[config.mk]
export PLATFORM = sky130hd
export DESIGN_NAME = mc_ctrl
export DESIGN_NICKNAME = d
export VERILOG_FILES = /design/src/rtl/mc_ctrl_pkg.sv /design/src/rtl/mc_ctrl_decode.sv /design/src/rtl/mc_ctrl.sv
export SDC_FILE = /design/constraint.sdc
export NUM_CORES = 1
export LEC_CHECK = 0
export CORE_UTILIZATION = 33
export CTS_CLUSTER_DIAMETER = 150
export CTS_CLUSTER_SIZE = 40
export DETAILED_ROUTE_END_ITERATION = 10
export GPL_TIMING_DRIVEN = 0
export MAX_ROUTING_LAYER = met4
export PLACE_DENSITY_LB_ADDON = 0.12
export SLEW_MARGIN = 20
export SYNTH_ARGS = -nofsm -noshare
export SYNTH_HDL_FRONTEND = slang
export SYNTH_SLANG_ARGS = --single-unit
[constraint.sdc]
create_clock -name clk -period 3.1 [get_ports clk]
set_clock_uncertainty 0.1 [all_clocks]
set_input_delay 0.62 -clock clk [delete_from_list [all_inputs] [get_ports clk]]
set_output_delay 0.62 -clock clk [all_outputs]
set_load 0.005 [all_outputs]
[src/rtl/mc_ctrl_pkg.sv]
// Shared encodings for the multi-cycle controller: IFU next-PC selects, FSM states,
// datapath select codes, MIPS opcode/funct constants and the decoded instruction class.
package mc_ctrl_pkg;

    typedef enum logic [1:0] {
        IFU_SEL_NORM       = 2'd0,
        IFU_SEL_RELATIVE   = 2'd1,
        IFU_SEL_IRRELATIVE = 2'd2,
        IFU_SEL_REGISTER   = 2'd3
    } npc_sel_e;

    typedef enum logic [2:0] {
        S_FETCH  = 3'd0,
        S_DECODE = 3'd1,
        S_EXEC   = 3'd2,
        S_MEM    = 3'd3,
        S_WB     = 3'd4
    } state_e;

    localparam logic [1:0] ALU_OP_ADD  = 2'd0;
    localparam logic [1:0] ALU_OP_SUB  = 2'd1;
    localparam logic [1:0] ALU_OP_OR   = 2'd2;
    localparam logic [1:0] EXT_ZERO    = 2'd0;
    localparam logic [1:0] EXT_SIGN    = 2'd1;
    localparam logic [1:0] EXT_LUI     = 2'd2;
    localparam logic [1:0] REG_DST_RT  = 2'd0;
    localparam logic [1:0] REG_DST_RD  = 2'd1;
    localparam logic [1:0] REG_DST_RA  = 2'd2;
    localparam logic [1:0] WD_SEL_ALU  = 2'd0;
    localparam logic [1:0] WD_SEL_MEM  = 2'd1;
    localparam logic [1:0] WD_SEL_PC4  = 2'd2;

    localparam logic [5:0] OP_RTYPE = 6'h00;
    localparam logic [5:0] OP_J     = 6'h02;
    localparam logic [5:0] OP_JAL   = 6'h03;
    localparam logic [5:0] OP_BEQ   = 6'h04;
    localparam logic [5:0] OP_ORI   = 6'h0D;
    localparam logic [5:0] OP_LUI   = 6'h0F;
    localparam logic [5:0] OP_LW    = 6'h23;
    localparam logic [5:0] OP_SW    = 6'h2B;
    localparam logic [5:0] FN_JR    = 6'h08;
    localparam logic [5:0] FN_ADDU  = 6'h21;
    localparam logic [5:0] FN_SUBU  = 6'h23;

    typedef struct packed {
        logic rtype_alu;
        logic jr;
        logic ori;
        logic lui;
        logic lw;
        logic sw;
        logic beq;
        logic j;
        logic jal;
        logic illegal;
    } inst_class_t;

    typedef struct packed {
        logic [1:0] reg_dst;
        logic [1:0] wd_sel;
        logic       alu_src;
        logic [1:0] ext_op;
        logic [1:0] alu_op;
    } ctrl_sel_t;

    // Datapath selects depend only on the instruction, so they stay stable from DECODE to WB.
    function automatic ctrl_sel_t sel_for(inst_class_t c, logic is_sub);
        ctrl_sel_t s;
        s = '0;
        if (c.rtype_alu) begin
            s.reg_dst = REG_DST_RD;
            s.alu_op  = is_sub ? ALU_OP_SUB : ALU_OP_ADD;
        end
        if (c.ori) begin
            s.alu_src = 1'b1;
            s.ext_op  = EXT_ZERO;
            s.alu_op  = ALU_OP_OR;
        end
        if (c.lui) begin
            s.alu_src = 1'b1;
            s.ext_op  = EXT_LUI;
            s.alu_op  = ALU_OP_OR;
        end
        if (c.lw || c.sw) begin
            s.alu_src = 1'b1;
            s.ext_op  = EXT_SIGN;
            s.alu_op  = ALU_OP_ADD;
        end
        if (c.lw)  s.wd_sel = WD_SEL_MEM;
        if (c.beq) s.alu_op = ALU_OP_SUB;
        if (c.jal) begin
            s.reg_dst = REG_DST_RA;
            s.wd_sel  = WD_SEL_PC4;
        end
        return s;
    endfunction

endpackage

[src/rtl/mc_ctrl_decode.sv]
// Combinational opcode/funct decoder producing a one-hot instruction class.
module mc_decode
    import mc_ctrl_pkg::*;
(
    input  logic [31:0] inst_i,
    output logic [9:0]  cls_o
);

    inst_class_t c;
    logic [5:0]  opcode;
    logic [5:0]  funct;

    assign opcode = inst_i[31:26];
    assign funct  = inst_i[5:0];

    // NOTE: every combinational output gets a default first so no path can infer a latch.
    always_comb begin
        c = '0;
        case (opcode)
            OP_RTYPE: begin
                case (funct)
                    FN_ADDU, FN_SUBU: c.rtype_alu = 1'b1;
                    FN_JR:            c.jr        = 1'b1;
                    default:          c.illegal   = 1'b1;
                endcase
            end
            OP_J:    c.j       = 1'b1;
            OP_JAL:  c.jal     = 1'b1;
            OP_BEQ:  c.beq     = 1'b1;
            OP_ORI:  c.ori     = 1'b1;
            OP_LUI:  c.lui     = 1'b1;
            OP_LW:   c.lw      = 1'b1;
            OP_SW:   c.sw      = 1'b1;
            default: c.illegal = 1'b1;
        endcase
    end

    assign cls_o = c;

endmodule

[src/rtl/mc_ctrl.sv]
// Multi-cycle FETCH/DECODE/EXEC/MEM/WB controller; owns IR, drives IFU PC update and
// datapath enables, and counts retired instructions.
module mc_ctrl
    import mc_ctrl_pkg::*;
#(
    parameter int IW    = 32,
    parameter int CNT_W = 32
) (
    input  logic             clk,
    input  logic             reset,
    input  logic [IW-1:0]    inst,
    input  logic             zero,
    output logic [IW-1:0]    ir,
    output logic             ir_we,
    output logic             pc_we,
    output logic [1:0]       npc_sel,
    output logic             reg_we,
    output logic [1:0]       reg_dst,
    output logic [1:0]       wd_sel,
    output logic             alu_src,
    output logic [1:0]       ext_op,
    output logic [1:0]       alu_op,
    output logic             mem_we,
    output logic             illegal,
    output logic [CNT_W-1:0] retired,
    output logic [2:0]       state_o
);

    localparam logic [CNT_W-1:0] CNT_ONE = 1;

    state_e           state_q, state_d;
    logic [IW-1:0]    ir_q;
    logic [CNT_W-1:0] retired_q;
    inst_class_t      cls;
    ctrl_sel_t        sel;
    npc_sel_e         npc_d;
    logic             is_sub;

    mc_decode u_decode (
        .inst_i (ir_q[31:0]),
        .cls_o  (cls)
    );

    assign is_sub = (ir_q[5:0] == FN_SUBU);

    always_comb begin
        state_d = S_FETCH;
        ir_we   = 1'b0;
        pc_we   = 1'b0;
        npc_d   = IFU_SEL_NORM;
        reg_we  = 1'b0;
        mem_we  = 1'b0;
        illegal = 1'b0;
        sel     = '0;
        case (state_q)
            S_FETCH: begin
                ir_we   = 1'b1;
                state_d = S_DECODE;
            end
            S_DECODE: begin
                sel = sel_for(cls, is_sub);
                if (cls.j || cls.jal) begin
                    pc_we  = 1'b1;
                    npc_d  = IFU_SEL_IRRELATIVE;
                    reg_we = cls.jal;
                end else if (cls.jr) begin
                    pc_we = 1'b1;
                    npc_d = IFU_SEL_REGISTER;
                end else if (cls.illegal) begin
                    illegal = 1'b1;
                    pc_we   = 1'b1;
                end else begin
                    state_d = S_EXEC;
                end
            end
            S_EXEC: begin
                sel = sel_for(cls, is_sub);
                if (cls.beq) begin
                    pc_we = 1'b1;
                    npc_d = zero ? IFU_SEL_RELATIVE : IFU_SEL_NORM;
                end else if (cls.lw || cls.sw) begin
                    state_d = S_MEM;
                end else if (cls.rtype_alu || cls.ori || cls.lui) begin
                    state_d = S_WB;
                end
            end
            S_MEM: begin
                sel = sel_for(cls, is_sub);
                if (cls.sw) begin
                    mem_we = 1'b1;
                    pc_we  = 1'b1;
                end else if (cls.lw) begin
                    state_d = S_WB;
                end
            end
            S_WB: begin
                sel    = sel_for(cls, is_sub);
                reg_we = 1'b1;
                pc_we  = 1'b1;
            end
            default: ;
        endcase
        // Reset abandons any in-flight instruction without committing anything.
        if (reset) begin
            ir_we   = 1'b0;
            pc_we   = 1'b0;
            npc_d   = IFU_SEL_NORM;
            reg_we  = 1'b0;
            mem_we  = 1'b0;
            illegal = 1'b0;
            sel     = '0;
        end
    end

    // NOTE: state registers use non-blocking assignments so all flops update together at the edge.
    always_ff @(posedge clk) begin
        if (reset) begin
            state_q   <= S_FETCH;
            ir_q      <= '0;
            retired_q <= '0;
        end else begin
            state_q <= state_d;
            if (ir_we) ir_q <= inst;
            if (pc_we) retired_q <= retired_q + CNT_ONE;
        end
    end

    assign ir      = ir_q;
    assign npc_sel = npc_d;
    assign reg_dst = sel.reg_dst;
    assign wd_sel  = sel.wd_sel;
    assign alu_src = sel.alu_src;
    assign ext_op  = sel.ext_op;
    assign alu_op  = sel.alu_op;
    assign retired = retired_q;
    assign state_o = state_q;

endmodule

Word level (Yosys, flattened, before mapping). Index checks and enable logic that the tools add are counted.

Bits in registers: 67. Bits of input ports: 35. Logic and storage cells: 84.

Add/subtract/negate cells: 1. Equality and inequality tests: 14. Muxes and demuxes: 56. Reduce and logical (&&, ||, !) cells: 10.

Operators by type and width (number): 32-bit by 1-bit adder with 32-bit output (second input constant) (1); 1-bit two-way mux (32); 6-bit == test (second input constant) (4); 6-bit by 4-bit == test with 1-bit output (second input constant) (3); 9-bit two-way mux (2); 2-bit two-way mux (8); 3-bit two-way mux (5); 5-bit two-way mux (3); 6-bit by 2-bit == test with 1-bit output (second input constant) (2); 3-bit one-hot mux with 4 select lines (1); 7-bit OR reduction (1); 3-bit by 2-bit == test with 1-bit output (second input constant) (2); 6-bit by 3-bit == test with 1-bit output (second input constant) (1); 6-bit zero test (1); 1-bit logical OR (4); 4-bit two-way mux (1); 1-bit one-hot mux with 2 select lines (2); 1-bit one-hot mux with 4 select lines (1); 2-bit one-hot mux with 2 select lines (1); 4-bit OR reduction (1); 3-bit by 1-bit == test with 1-bit output (second input constant) (1); 3-bit == test (second input constant) (1); 3-bit zero test (1); 3-bit OR reduction (1); 2-bit OR reduction (1).

Depth between registers and ports, before layout. Gate-level depths: netlist (run 1).

Depth in word-level cells: 11. Mapped depth: 8. Gate-level depth less buffers: 6.

Cells and area by module. Synthesis (run 1) repeated with hierarchy kept, for this count alone.

Cell total of the unflattened synthesis: 404. Area total of the unflattened synthesis: 3293.2 um^2.

By module, submodules not included: mc_ctrl (times used 1, cells each 376, area an instance 3121.7 um^2); mc_decode (times used 1, cells each 28, area an instance 171.4 um^2).

Least setup slack after synthesis (run 1). OpenSTA, ideal clock, no wires.

Path kind: input-to-output. From: input reset. To: output ext_op[1]. Arrival: 1.864 ns. Data required time: 2.380 ns. Path slack: 0.516 ns. Cell stages on the path: 6. Buffers on the path: 2. Path through: clkbuf_1 inv_1 nand2_1 clkbuf_1 nor2_1 and3_1.

Cells in the longest elaborated chain, start to end: 1.

Ends and longest elaborated chain: from (decl) (RTL line mc_ctrl.sv:10) `input logic reset,`; 9-bit two-way mux (RTL line mc_ctrl.sv:104) `if (reset) begin`; to (decl) (RTL line mc_ctrl.sv:21) `output logic [1:0] ext_op,`.

No other way between the ends.

Worst setup path after layout (run 1).
From: register ir_q[30], in the netlist ir[30]. To: output npc_sel[0].

Cells in the longest elaborated chain, start to end: 6. Elaborated cells between the ends (all ways): 14.

Ends and longest elaborated chain: from (decl) (RTL line mc_ctrl.sv:32) `logic [IW-1:0] ir_q;`; from (signal assigned) (RTL line mc_ctrl.sv:123) `if (ir_we) ir_q <= inst;`; 6-bit zero test or 6-bit by 2-bit == test with 1-bit output (tied branches) (RTL line mc_ctrl_decode.sv:19) `case (opcode)`; 2-bit two-way mux or 1-bit two-way mux (tied branches) (RTL line mc_ctrl_decode.sv:19); 2-bit two-way mux or 1-bit logical OR (tied branches) (RTL line mc_ctrl.sv:66, mc_ctrl.sv:62); 2-bit two-way mux (RTL line mc_ctrl.sv:62) `if (cls.j || cls.jal) begin`; 2-bit one-hot mux with 2 select lines * (RTL line mc_ctrl.sv:55) `case (state_q)`; 2-bit two-way mux * (RTL line mc_ctrl.sv:104); to (decl) (RTL line mc_ctrl.sv:16) `output logic [1:0] npc_sel,`.

Mark *: on every way between the ends. The rest lies on a longest branch, timed or not.

==> results.json, run 1 <==
{
  "num-nets-final": 606,
  "met2_usage_pct": 32.6,
  "grtUsageMet3_pct": 5.01,
  "status": "complete, no violations",
  "drtAntennaViolNets": 0,
  "dpl.hpwl_mm": 7.95,
  "grt-ovfl-total": 0,
  "critPathRequiredTime_ns": 2.38,
  "antenna_found_initial": 0,
  "grt_first_pass_wirelength_mm": 17.9,
  "cts_root_buf": "clkbuf_8",
  "grt_use_met1_pct": 26.4,
  "die_h_um": 105,
  "hold_viol": 0,
  "tightestPinTransition_ns": 0.652,
  "diodes": 0,
  "ys_warn_count": 0,
  "cts_tree": "done",
  "clock_path_buffers": 2,
  "worstSkewPairLatency_ns": 0.36,
  "timing.fmax_ghz": 0.328,
  "synth_top_family_by_area": "simple AND/OR/NAND/NOR gates",
  "io_buffers": 116,
  "power.combinational.fraction_pct": 16.3,
  "fillers": 1002,
  "multi_input_area_mm2": 0.00210,
  "peakVddDrop_uv": 207,
  "synthDistinctLibCells": 49,
  "clk_pin_slew_worst_paths_ns": 0.09,
  "coreArea_mm2": 0.0103,
  "grt_busiest_layer": "met2",
  "synth-edff-count": 0,
  "vias_per_cell": 5.14,
  "grt_usage_pct": 21.1,
  "swShare_pct": 27.8,
  "drt_iter0_drc": 143,
  "cp_max_fo": 9,
  "postSynthNetCount": 471,
  "std_cell_rows": 37,
  "postPlaceCellArea_mm2": 0.00485,
  "cts_made_buffers": 9,
  "fin_area_mm2": 0.00530,
  "drive_above_1_share_pct": 16.7,
  "place_congestion": 0.814,
  "avgSynthCellArea_um2": 8.08,
  "p_int_uw": 1550,
  "hold_path_class": "flop to flop",
  "post-route-util_pct": 51.3,
  "routed_wirelength_mm": 11.1,
  "yosys.area_share.simple_pct": 29.9,
  "regArea_mm2": 0.00136,
  "finalMaxSlewViolations": 0,
  "stdcell_count": 711,
  "fin_ws_ns": 0.0509,
  "placedCellCount": 687,
  "holdWs_ns": 0.361,
  "grt_max_degree": 20,
  "async_flop_share_pct": 0,
  "cts_htree_levels": 3,
  "crit_path_end_kind": "primary output",
  "drv_cap": 0,
  "criticalPathCategory": "flop to primary output",
  "die_x_um": 105,
  "cts_sinks": 67,
  "io_pins": 118,
  "synth_compound_area_share_pct": 16.8,
  "drcViolationCount": 0,
  "period_minus_slack_ns": 3.05,
  "max_slew_margin_pct": 56.2,
  "die_area_mm2": 0.0111,
  "cp_data_arrival_time_ns": 2.33,
  "synthXorXnorAreaFrac_pct": 0,
  "power.density_mw_per_mm2": 404,
  "synth-seq-cells": 67,
  "p_leak_uw": 0.00185,
  "ctsHoldBuffers": 0,
  "yosysSeqAreaShare_pct": 38.1,
  "crit_path_start_kind": "flop",
  "seqPwrFrac_pct": 44.3,
  "synthAdderAreaFrac_pct": 0.356,
  "num_vias": 3652,
  "dpl_worst_slack_ns": -0.393,
  "synth-main-ff-cell": "dfxtp_1",
  "clkPwrFrac_pct": 39.3,
  "finalCritPeriodShare_pct": 98.4,
  "wire_per_inst_um": 15.6,
  "syn_area_mm2": 0.00352,
  "grt_pass1_vias": 3601,
  "start_util_pct": 34.1,
  "power_switching_uw": 594,
  "areaGrowthSynthToFinish_pct": 50.7,
  "synthesis.instances": 435,
  "setup_viol": 0,
  "first_pass_iters": 5,
  "synthMuxAreaShare_pct": 9.72
}
-- cell type report --
type | instances | share of cell area [%]
multi-input cells | 329 | 39.6
flip-flops and latches | 67 | 25.7
repair buffers | 127 | 23.4
plain buffers | 29 | 3.24
well taps | 136 | 3.21
clock buffers | 9 | 2.34
clock inverters | 7 | 1.91
inverters | 7 | 0.496
-- what timing repair did --
item,CTS,global route
pin swaps,6,1
buffers inserted,10,1
endpoints found under the hold margin,0,0
gates resized for setup,36,10
endpoints found under the setup margin,16,5
gates cloned,0,0
-- synth_stat cells, types with 2 or more instances --
library cell | number | area share [%]
nand2_1 | 83 | 8.9
dfxtp_1 | 67 | 38
nor2_1 | 37 | 4.0
o21ai_0 | 35 | 5.0
nor2b_1 | 25 | 4.4
clkbuf_1 | 23 | 2.5
mux2_2 | 23 | 7.4
a21oi_1 | 19 | 2.7
nand4_1 | 17 | 3.0
nand3_1 | 14 | 2.0
nor3_1 | 8 | 1.1
a211oi_1 | 7 | 1.5
inv_1 | 7 | 0.75
mux2i_1 | 6 | 1.7
a2111oi_2 | 5 | 2.1
and3_1 | 5 | 0.89
buf_2 | 4 | 0.57
nand2b_1 | 4 | 0.71
nand4b_1 | 4 | 1.0
nor4_1 | 4 | 0.71
buf_6 | 3 | 0.96
nor4b_1 | 3 | 0.75
a2111oi_0 | 2 | 0.50
a2111oi_4 | 2 | 1.6
mux2_1 | 2 | 0.64
or3_1 | 2 | 0.36
or3b_1 | 2 | 0.50
-- power groups by stage --
| stage | clock (µW) | combinational (µW) | sequential (µW) |
|---|---|---|---|
| 3_3_place_gp | 0 | 318 | 960 |
| 2_1_floorplan | 0 | 135 | 958 |
| 5_1_grt | 901 | 379 | 955 |
| 3_5_place_dp | 0 | 320 | 961 |
| 6_report | 842 | 349 | 948 |
| 4_1_cts | 857 | 346 | 947 |
-- layer usage --
metal / up-vias / wire length, µm
met1: 1716 / 4990
met3: 12 / 727
li1: 1811 / -
met2: 113 / 5240
met5: - / 0
met4: 0 / 138
-- path summary, 6_finish.rpt --
path	cells after the start	from	slack [ns]	to
max	5	ir[30]	0.05	npc_sel[0]
max reg2reg	6	retired[0]	0.26	retired[20]
min	2	ir[18]	0.36	ir[18]
min reg2reg	2	ir[18]	0.36	ir[18]
-- placed cells by master, fill, tap and decap left out, types with 5 or more instances in the layout --
cell / count
a2111oi_2: 5
mux2_2: 23
clkdlybuf4s50_1: 114
dfxtp_4: 5
nor2b_1: 25
nor2_1: 34
dfxtp_1: 59
and3_1: 5
inv_1: 7
nand4_1: 17
clkbuf_8: 9
nand2_1: 81
buf_4: 12
nor3_1: 6
mux2i_1: 6
a21oi_1: 18
nand3_1: 14
a211oi_1: 7
o21ai_0: 35
clkbuf_1: 19
-- state kept, by name, summed over array words and instances (netlist names) --
signal	flops
state_o	3
ir	32
retired	32
-- worst max-delay path, stage by stage (launching register included) --
cell and delay, ns:
dfxtp_4 0.39, or3b_4 0.43, nor3_1 0.30, nand4b_1 0.15, a21oi_1 0.18, clkdlybuf4s50_1 0.53
-- metrics by stage --
step | power, µW | TNS (ns)
floorplan | 1090 | 0
global placement | 1280 | -2.87
detailed placement | 1280 | -2.73
CTS | 2150 | 0
global route | 2240 | -0.000883
finish | 2140 | 0
-- cell families (layout without fill, tap and decap cells) --
kind of cell,count (synthesis),in the layout
fa+ha+maj,1,1
flops,67,67
simple gates,214,214
buf+inv,39,179
compound gates,83,83
mux,31,31
No activity file was read; power rests on OpenSTA's default activity.
==> inputs of run 2 (changes only) <==
ABC_CLOCK_PERIOD_IN_PS = 3100   (was unset)
CAP_MARGIN = 40   (was unset)
==> results of run 2 <==
Final layout, timing and power as in run 1 (identical DEF).
==> inputs of run 3 (changes only) <==
CORE_MARGIN = 2   (was unset)
==> results.json, run 3 (synthesis results as in run 1) <==
{
  "reg2reg_setup_slack_ns": 0.22,
  "p_leak_uw": 0.00187,
  "finalCritPeriodShare_pct": 98.7,
  "drt_iter0_drc": 133,
  "clk_pin_slew_worst_paths_ns": 0.08,
  "setup_tns_ns": 0,
  "antenna_found_initial": 0,
  "grt-ovfl-total": 0,
  "timing.rr.start": "retired[0]",
  "cts_made_buffers": 9,
  "place_congestion": 0.808,
  "cts_sinks": 67,
  "drv_cap": 0,
  "peakVddDrop_uv": 237,
  "final_cell_mix": "112 x clkdlybuf4s50_1, 81 x nand2_1, 62 x dfxtp_1, 35 x o21ai_0, 34 x nor2_1",
  "grt_first_pass_wirelength_mm": 18.4,
  "max_slew_margin_pct": 57.6,
  "num_vias": 3737,
  "fin_area_mm2": 0.00526,
  "crit_path_end_kind": "primary output",
  "drive_above_1_share_pct": 16.0,
  "start_util_pct": 34.1,
  "placedCellCount": 687,
  "grt_max_degree": 20,
  "clock_path_buffers": 2,
  "first_pass_iters": 5,
  "final_common_cell": "clkdlybuf4s50_1",
  "cts_root_buf": "clkbuf_8",
  "postPlaceCellArea_mm2": 0.00485,
  "rsz0062_at_grt": "true",
  "stdcell_count": 710,
  "num-nets-final": 605,
  "coreArea_mm2": 0.0103,
  "hold_path_class": "flop to flop",
  "std_cell_rows": 37,
  "hold_start": "ir[6]",
  "fillers": 1033,
  "die_area_mm2": 0.0115,
  "finalMaxSlewViolations": 0,
  "worstSkewPairLatency_ns": 0.35,
  "die_x_um": 107,
  "drtAntennaViolNets": 0,
  "crit_path_start_kind": "flop",
  "grt_pass1_vias": 3620,
  "critPathRequiredTime_ns": 2.38,
  "hold_viol": 0,
  "worstSetupStartpoint": "state_o[0]",
  "routed_wirelength_mm": 11.4,
  "power.density_mw_per_mm2": 388,
  "cts_htree_levels": 3,
  "setup_viol": 0,
  "timing.fmax_ghz": 0.327,
  "criticalPathCategory": "flop to primary output",
  "dpl.hpwl_mm": 8.26,
  "die_h_um": 107,
  "period_minus_slack_ns": 3.06,
  "drcViolationCount": 0,
  "status": "complete, no violations",
  "power.total_uw": 2040,
  "io_pins": 118,
  "vias_per_cell": 5.26,
  "grt_usage_pct": 20.8,
  "cp_max_fo": 8,
  "diodes": 0,
  "io_buffers": 116,
  "ctsHoldBuffers": 0,
  "cts_tree": "done",
  "tightestPinTransition_ns": 0.632,
  "areaGrowthSynthToFinish_pct": 49.6,
  "cp_data_arrival_time_ns": 2.34,
  "wire_per_inst_um": 16.1
}
run 3: cell count changes in the layout (fill, tap and decap cells not counted), sizes merged:
cell	previous run	this run
clkinv	2	4
clkdlybuf4s50	114	112
dlymetal6s2s	0	2
inv	8	7
bufinv	2	1
buf	18	17
run 3: power by group:
part,switching [µW],internal (µW)
logic,173,186
registers,40.1,903
clock network,370,368
total,583,1460
run 3: final cells by class:
type | instances | area, µm² | share of cell area (%)
inverters | 7 | 26.3 | 0.499
flip-flops and latches | 67 | 1360 | 25.8
repair buffers | 124 | 1220 | 23.3
clock inverters | 7 | 68.8 | 1.31
multi-input cells | 329 | 2110 | 40.1
well taps | 136 | 170 | 3.23
clock buffers | 9 | 124 | 2.35
plain buffers | 31 | 184 | 3.50
run 3: timing repair:
item / 4_1_cts / 5_1_grt
buffers inserted: 7 / 1
pin swaps: 4 / 1
resized for setup: 37 / 11
endpoints found under the setup margin: 16 / 8
hold endpoints to repair: 0 / 0
run 3: metrics by stage:
| step | setup slack [ns] | hold slack [ns] | util, % |
|---|---|---|---|
| 2_1_floorplan | 0.516 | 0.352 | - |
| 3_3_place_gp | -0.378 | 0.344 | 47.0 |
| 4_1_cts | 0.00319 | 0.361 | 50.6 |
| 5_1_grt | -0.0731 | 0.386 | 51.0 |
| 3_5_place_dp | -0.443 | 0.355 | 47.0 |
| 6_report | 0.0389 | 0.357 | 51.0 |
run 3: worst paths after layout:
| check | endpoint | cells past startpoint |
|---|---|---|
| max | npc_sel[0] | 4 |
| min | ir[6] | 2 |
| max reg2reg | retired[22] | 6 |
| min reg2reg | ir[6] | 2 |
run 3: per-layer routing:
| metal | global-route usage, % | routed length (µm) | share of wire, % | vias up |
|---|---|---|---|---|
| met3 | 4.26 | 709 | 6.2 | 18 |
| met5 | - | 0 | 0 | - |
| met1 | 27.0 | 5160 | 45 | 1790 |
| met4 | 6.03 | 191 | 1.7 | 0 |
| li1 | - | - | - | 1804 |
| met2 | 32.8 | 5370 | 47 | 125 |
run 3: critical path, stage by stage, from the launching register on:
cell,delay (ns)
dfxtp_4,0.40
or3b_1,0.45
or3_1,0.40
a21oi_1,0.20
clkdlybuf4s50_1,0.54
